## config.mk

```make
export PLATFORM = sky130hd
export DESIGN_NAME = digit_serial_adder
export DESIGN_NICKNAME = d
export VERILOG_FILES = /design/src/rtl/digit_serial_adder_pkg.sv /design/src/rtl/digit_serial_adder_kogge_stone_4.sv /design/src/rtl/digit_serial_adder.sv
export SDC_FILE = /design/constraint.sdc
export NUM_CORES = 1
export LEC_CHECK = 0
export ABC_AREA = 0
export CORE_ASPECT_RATIO = 0.8
export CORE_UTILIZATION = 50
export DETAILED_ROUTE_END_ITERATION = 6
export GPL_ROUTABILITY_DRIVEN = 0
export PLACE_DENSITY = 0.79
export SLEW_MARGIN = 20
export SYNTH_ARGS = -nofsm -noshare
export SYNTH_HDL_FRONTEND = slang
export SYNTH_SLANG_ARGS = --single-unit
```

## constraint.sdc

```tcl
create_clock -name clk -period 3.3 [get_ports clk]
set_input_delay 0.495 -clock clk [delete_from_list [all_inputs] [get_ports clk]]
set_output_delay 0.495 -clock clk [all_outputs]
set_load 0.02 [all_outputs]
```

## src/rtl/digit_serial_adder_pkg.sv

```systemverilog
// ---------------------------------------------------------------------------
// digit_serial_adder_pkg
//   Shared constants and types for the digit-serial adder.
//   SLICE_W : width of one digit handled per clock by the prefix-adder slice.
//   state_t : controller state encoding (2'd3 is unreachable and is treated
//             as IDLE by the controller).
// ---------------------------------------------------------------------------
package digit_serial_adder_pkg;

  localparam int SLICE_W = 4;

  typedef enum logic [1:0] {
    IDLE = 2'd0,
    RUN  = 2'd1,
    DONE = 2'd2
  } state_t;

endpackage

```

## src/rtl/digit_serial_adder_kogge_stone_4.sv

```systemverilog
// ---------------------------------------------------------------------------
// kogge_stone_4
//   Combinational 4-bit Kogge-Stone prefix adder with carry-in.
//   Ports:
//     a, b  in  SLICE_W  addend digits
//     cin   in  1        carry into bit 0
//     sum   out SLICE_W  (a+b+cin) mod 16
//     cout  out 1        carry out of bit 3
// ---------------------------------------------------------------------------
module kogge_stone_4
  import digit_serial_adder_pkg::*;
(
  input  logic [SLICE_W-1:0] a,
  input  logic [SLICE_W-1:0] b,
  input  logic               cin,
  output logic [SLICE_W-1:0] sum,
  output logic               cout
);

  logic [3:0] g;
  logic [3:0] p;
  logic [3:0] g1;
  logic [3:1] p1;
  logic [3:0] g2;
  logic [3:0] carry;

  always_comb begin
    p = a ^ b;
    g = a & b;
    // Fold the carry-in into bit 0's generate so the prefix tree needs no
    // extra column.
    g[0] = g[0] | (p[0] & cin);

    // distance-1 prefix level
    g1[0] = g[0];
    for (int i = 1; i < 4; i++) begin
      g1[i] = g[i] | (p[i] & g[i-1]);
      p1[i] = p[i] & p[i-1];
    end

    // distance-2 prefix level
    g2[0] = g1[0];
    g2[1] = g1[1];
    g2[2] = g1[2] | (p1[2] & g1[0]);
    g2[3] = g1[3] | (p1[3] & g1[1]);

    carry = {g2[2:0], cin};
    sum   = p ^ carry;
    cout  = g2[3];
  end

endmodule

```

## src/rtl/digit_serial_adder.sv

```systemverilog
// ---------------------------------------------------------------------------
// digit_serial_adder
//   WIDTH-bit adder computing a+b+cin one 4-bit digit per clock through a
//   single kogge_stone_4 slice; the inter-digit carry lives in a register.
//   Operands are accepted in IDLE, digits are processed LSB first in RUN
//   (WIDTH/4 cycles), and the result is presented in DONE until taken.
//   Ports:
//     clk        in   1      rising-edge clock
//     rst_n      in   1      synchronous reset, active-low
//     in_valid   in   1      operand request valid
//     in_ready   out  1      operands accepted (high only in IDLE)
//     a, b       in   WIDTH  operands, sampled on accept
//     cin        in   1      carry-in, sampled on accept
//     out_valid  out  1      result valid (high only in DONE)
//     out_ready  in   1      consumer takes result
//     sum        out  WIDTH  (a+b+cin) mod 2^WIDTH
//     cout       out  1      carry out of bit WIDTH-1
// ---------------------------------------------------------------------------
module digit_serial_adder
  import digit_serial_adder_pkg::*;
#(
  parameter int WIDTH = 16
) (
  input  logic             clk,
  input  logic             rst_n,
  input  logic             in_valid,
  output logic             in_ready,
  input  logic [WIDTH-1:0] a,
  input  logic [WIDTH-1:0] b,
  input  logic             cin,
  output logic             out_valid,
  input  logic             out_ready,
  output logic [WIDTH-1:0] sum,
  output logic             cout
);

  localparam int NDIG  = WIDTH / SLICE_W;
  localparam int CNT_W = (NDIG > 1) ? $clog2(NDIG) : 1;
  localparam logic [CNT_W-1:0] LAST_DIG = CNT_W'(NDIG - 1);

  if ((WIDTH % SLICE_W) != 0 || WIDTH < SLICE_W) begin : g_width_check
    $error("digit_serial_adder: WIDTH must be a multiple of 4 and >= 4");
  end

  state_t             state;
  state_t             state_nxt;
  logic [CNT_W-1:0]   cnt;
  logic [WIDTH-1:0]   a_reg;
  logic [WIDTH-1:0]   b_reg;
  logic [WIDTH-1:0]   sum_reg;
  logic               carry;
  logic               cout_reg;
  logic               accept;
  logic               running;
  logic [SLICE_W-1:0] a_dig;
  logic [SLICE_W-1:0] b_dig;
  logic [SLICE_W-1:0] dig_sum;
  logic               dig_cout;

  // Controller: next state and handshake outputs
  always_comb begin
    state_nxt = state;
    in_ready  = 1'b0;
    out_valid = 1'b0;
    running   = 1'b0;
    case (state)
      IDLE: begin
        in_ready = 1'b1;
        if (in_valid) state_nxt = RUN;
      end
      RUN: begin
        running = 1'b1;
        if (cnt == LAST_DIG) state_nxt = DONE;
      end
      DONE: begin
        out_valid = 1'b1;
        if (out_ready) state_nxt = IDLE;
      end
      default: begin
        // unreachable encoding behaves exactly like IDLE
        in_ready  = 1'b1;
        state_nxt = in_valid ? RUN : IDLE;
      end
    endcase
    accept = in_ready & in_valid;
  end

  // Digit select: one shared slice, operands muxed by the digit counter
  always_comb begin
    a_dig = '0;
    b_dig = '0;
    for (int k = 0; k < NDIG; k++) begin
      if (cnt == CNT_W'(k)) begin
        a_dig = a_reg[k*SLICE_W +: SLICE_W];
        b_dig = b_reg[k*SLICE_W +: SLICE_W];
      end
    end
  end

  kogge_stone_4 u_slice (
    .a    (a_dig),
    .b    (b_dig),
    .cin  (carry),
    .sum  (dig_sum),
    .cout (dig_cout)
  );

  // Register stage: state, operands, digit counter, carry and result
  always_ff @(posedge clk) begin
    if (!rst_n) begin
      state    <= IDLE;
      cnt      <= '0;
      carry    <= 1'b0;
      a_reg    <= '0;
      b_reg    <= '0;
      sum_reg  <= '0;
      cout_reg <= 1'b0;
    end else begin
      state <= state_nxt;
      if (accept) begin
        a_reg <= a;
        b_reg <= b;
        carry <= cin;
        cnt   <= '0;
      end else if (running) begin
        for (int k = 0; k < NDIG; k++) begin
          if (cnt == CNT_W'(k)) sum_reg[k*SLICE_W +: SLICE_W] <= dig_sum;
        end
        carry <= dig_cout;
        if (cnt == LAST_DIG) begin
          cout_reg <= dig_cout;
          cnt      <= '0;
        end else begin
          cnt <= cnt + CNT_W'(1);
        end
      end
    end
  end

  assign sum  = sum_reg;
  assign cout = cout_reg;

endmodule

```

==> results of run 1 <==
## layout make-up
cell class / count / area (um2)
clock inverter: 1 / 5.00
fill: 417 / 1550
sequential: 54 / 1080
clock buffer: 7 / 86.3
multi-input combinational: 238 / 1280
tap: 60 / 75.1
timing repair buffer: 58 / 573
inverter: 15 / 56.3
## Yosys cell counts
cell,instances
o311ai_0,1
and3_1,3
o21a_1,1
nand4_1,1
a22o_1,1
nand2b_1,3
o31ai_1,1
a31o_2,1
mux2i_1,2
inv_1,15
dfxtp_1,54
nor2_1,29
a21oi_1,62
buf_2,7
xor2_1,1
nand2_1,84
fa_1,2
o2111ai_1,1
buf_1,1
ha_1,12
nor3_1,5
a211oi_1,2
o21ai_0,9
clkbuf_1,13
a221oi_4,1
a211o_1,3
and2_1,1
nand3_1,1
nand3b_1,4
nor2b_1,2
a22oi_1,3
nor2b_4,1
o211ai_1,1
## critical path, stage by stage, from the launching register on
cell	delay (ns)
dfxtp_1	0.37
inv_1	0.10
ha_1	0.51
a21oi_1	0.09
o21ai_0	0.13
a22oi_1	0.12
fa_1	0.48
fa_1	0.44
xor2_1	0.32
nor2_1	0.09
a21oi_1	0.13
nor2_1	0.05
## layer usage
metal	wire, um	track usage
met5	0	0
met4	45	0.0558
met3	252	0.0486
met2	2410	0.373
met1	2760	0.302
## per-stage QoR
| step | std cells | util |
|---|---|---|
| floorplan | 328 | - |
| global placement | 425 | 0.652 |
| detailed placement | 425 | 0.652 |
| CTS | 433 | 0.672 |
| global route | 433 | 0.672 |
| finish | 433 | 0.672 |
## worst paths after layout
kind	cells after the start	start	slack, ns	to
min reg2reg	2	b_reg[5]	0.46	b_reg[5]
max reg2reg	11	cnt[0]	0.35	sum[10]
max	11	cnt[0]	0.35	sum[10]
min	2	b_reg[5]	0.46	b_reg[5]
## logic make-up after synthesis
| logic type | count (synthesis) |
|---|---|
| AO/OA/AOI/OAI | 87 |
| XOR/XNOR | 1 |
| adder cells (fa/ha/maj) | 14 |
| buffers and inverters | 36 |
| flip-flops | 54 |
| multiplexers | 2 |
| AND/OR/NAND/NOR | 134 |
## report_power, final
part	leakage [uW]	total [uW]	internal, uW	switching [uW]
logic	0.000717	395	167	228
registers	0.000441	739	706	33.7
clock network	0.0000482	376	170	206
total	0.00121	1510	1040	468
==> impl_metrics.py, run 1 <==
metrics = {
    "outcome": {
        "outcome": "finished, final reports clean",
    },
    "cts": {
        "cts_resized": 0,
        "path_clk_slew_ns": 0.09,
        "clock_latency_ns": 0.30,
        "numCtsBuffers": 5,
        "root_buffer": "clkbuf_8",
        "htreeDepth": 2,
        "cts_max_path_buffers": 2,
        "cts_hold_buf": 0,
        "post_cts_buffers": 0,
        "tritoncts": "built",
        "cts.sinks": 54,
    },
    "synthesis": {
        "synthesis.area_um2": 2510,
        "yosysTopAreaCellShare": 0.431,
        "synth_adder_area_share": 0.0758,
        "synth_simple_gate_area_share": 0.224,
        "ys_ff_latch": 54,
        "synth-xor-area-share": 0.00349,
        "syn_nets": 379,
        "muxShareOfSynthArea": 0.00798,
        "synth_top_family_by_area": "simple AND/OR/NAND/NOR gates",
        "yosys_warnings": 0,
        "synth-compound-area-share": 0.201,
        "yosys.area.top_type": "dfxtp_1",
        "synth_area_leaders": "dfxtp_1 (43%), nand2_1 (13%), a21oi_1 (12%), ha_1 (6.0%), nor2_1 (4.3%)",
        "postSynthAreaPerCell_um2": 7.64,
        "synthDistinctLibCells": 33,
        "syn_inst": 328,
        "synth-seq-area-share": 0.431,
    },
    "sta": {
        "fmax_ghz": 0.339,
        "rsz0062_at_grt": "no",
        "setup_viol": 0,
        "layout_setup_ws_ns": 0.351,
        "fin_hold_ws_ns": 0.463,
        "tns_ns": 0,
        "finalCriticalPeriod_ns": 2.95,
        "slew_violations": 0,
        "period_share": 0.894,
        "tightest_slew_ns": 1.04,
        "slew_headroom": 0.305,
        "finClkSkew_ns": 0.00803,
        "hold_violations": 0,
    },
    "die": {
        "fp.dieW_um": 81.2,
        "io_pins": 56,
        "die_y_um": 65.3,
        "start_util": 0.533,
        "coreArea_um2": 4710,
        "placementRows": 22,
        "dieArea_um2": 5300,
    },
    "setup_path": {
        "cp-end-kind": "flip-flop",
        "worstPathRequired_ns": 3.47,
        "crit_path_max_fanout": 17,
        "crit_type": "reg -> reg",
        "startpoint_type": "flip-flop",
        "crit_arrival_ns": 3.12,
    },
    "final_layout": {
        "nets": 423,
        "layout_common_cells": "nand2_1 (84), a21oi_1 (62), clkdlybuf4s50_1 (55)",
        "drive_gt1_frac": 0.0375,
        "n_antenna_cell": 0,
        "layout.cells.most_common": "nand2_1",
        "stdcell_area_um2": 3160,
        "area_delta_synth_final_pct": 26.1,
    },
    "drt": {
        "dr.pass1.iters": 4,
        "drtIter0Drc": 118,
        "wl_per_cell_um": 12.6,
        "totalWireLength_um": 5470,
        "num_vias": 2256,
        "viasPerCell": 5.21,
        "ant_nets": 0,
        "drc": 0,
    },
    "grt": {
        "grt_antenna_before_repair": 0,
        "grt_overflow": 0,
        "grt_pass1_wl_um": 9300,
        "grt_max_degree": 34,
        "grt_pass1_vias": 2043,
        "globalRouteTotalUtil": 0.227,
    },
    "min_path": {
        "hold_class": "reg -> reg",
    },
    "placement": {
        "preCtsSetupSlack_ns": 0.411,
        "placed_area_um2": 3070,
        "place_hpwl_um": 4050,
        "port_buffers": 55,
    },
    "power_and_ir_drop": {
        "p_leak_uw": 0.00121,
        "total_power_uw": 1510,
        "ir_drop_uv": 288,
        "p_per_area_nw_per_um2": 478,
    },
    "run": {
        "max_cap_violations": 0,
    },
}
Note: power is estimated with default switching activity, not from simulation.
==> run 2, diff against run 1 <==
- CTS_CLUSTER_DIAMETER: default -> 30
==> results of run 2 <==
The final DEF is identical to that of run 1; final timing and power are the same.
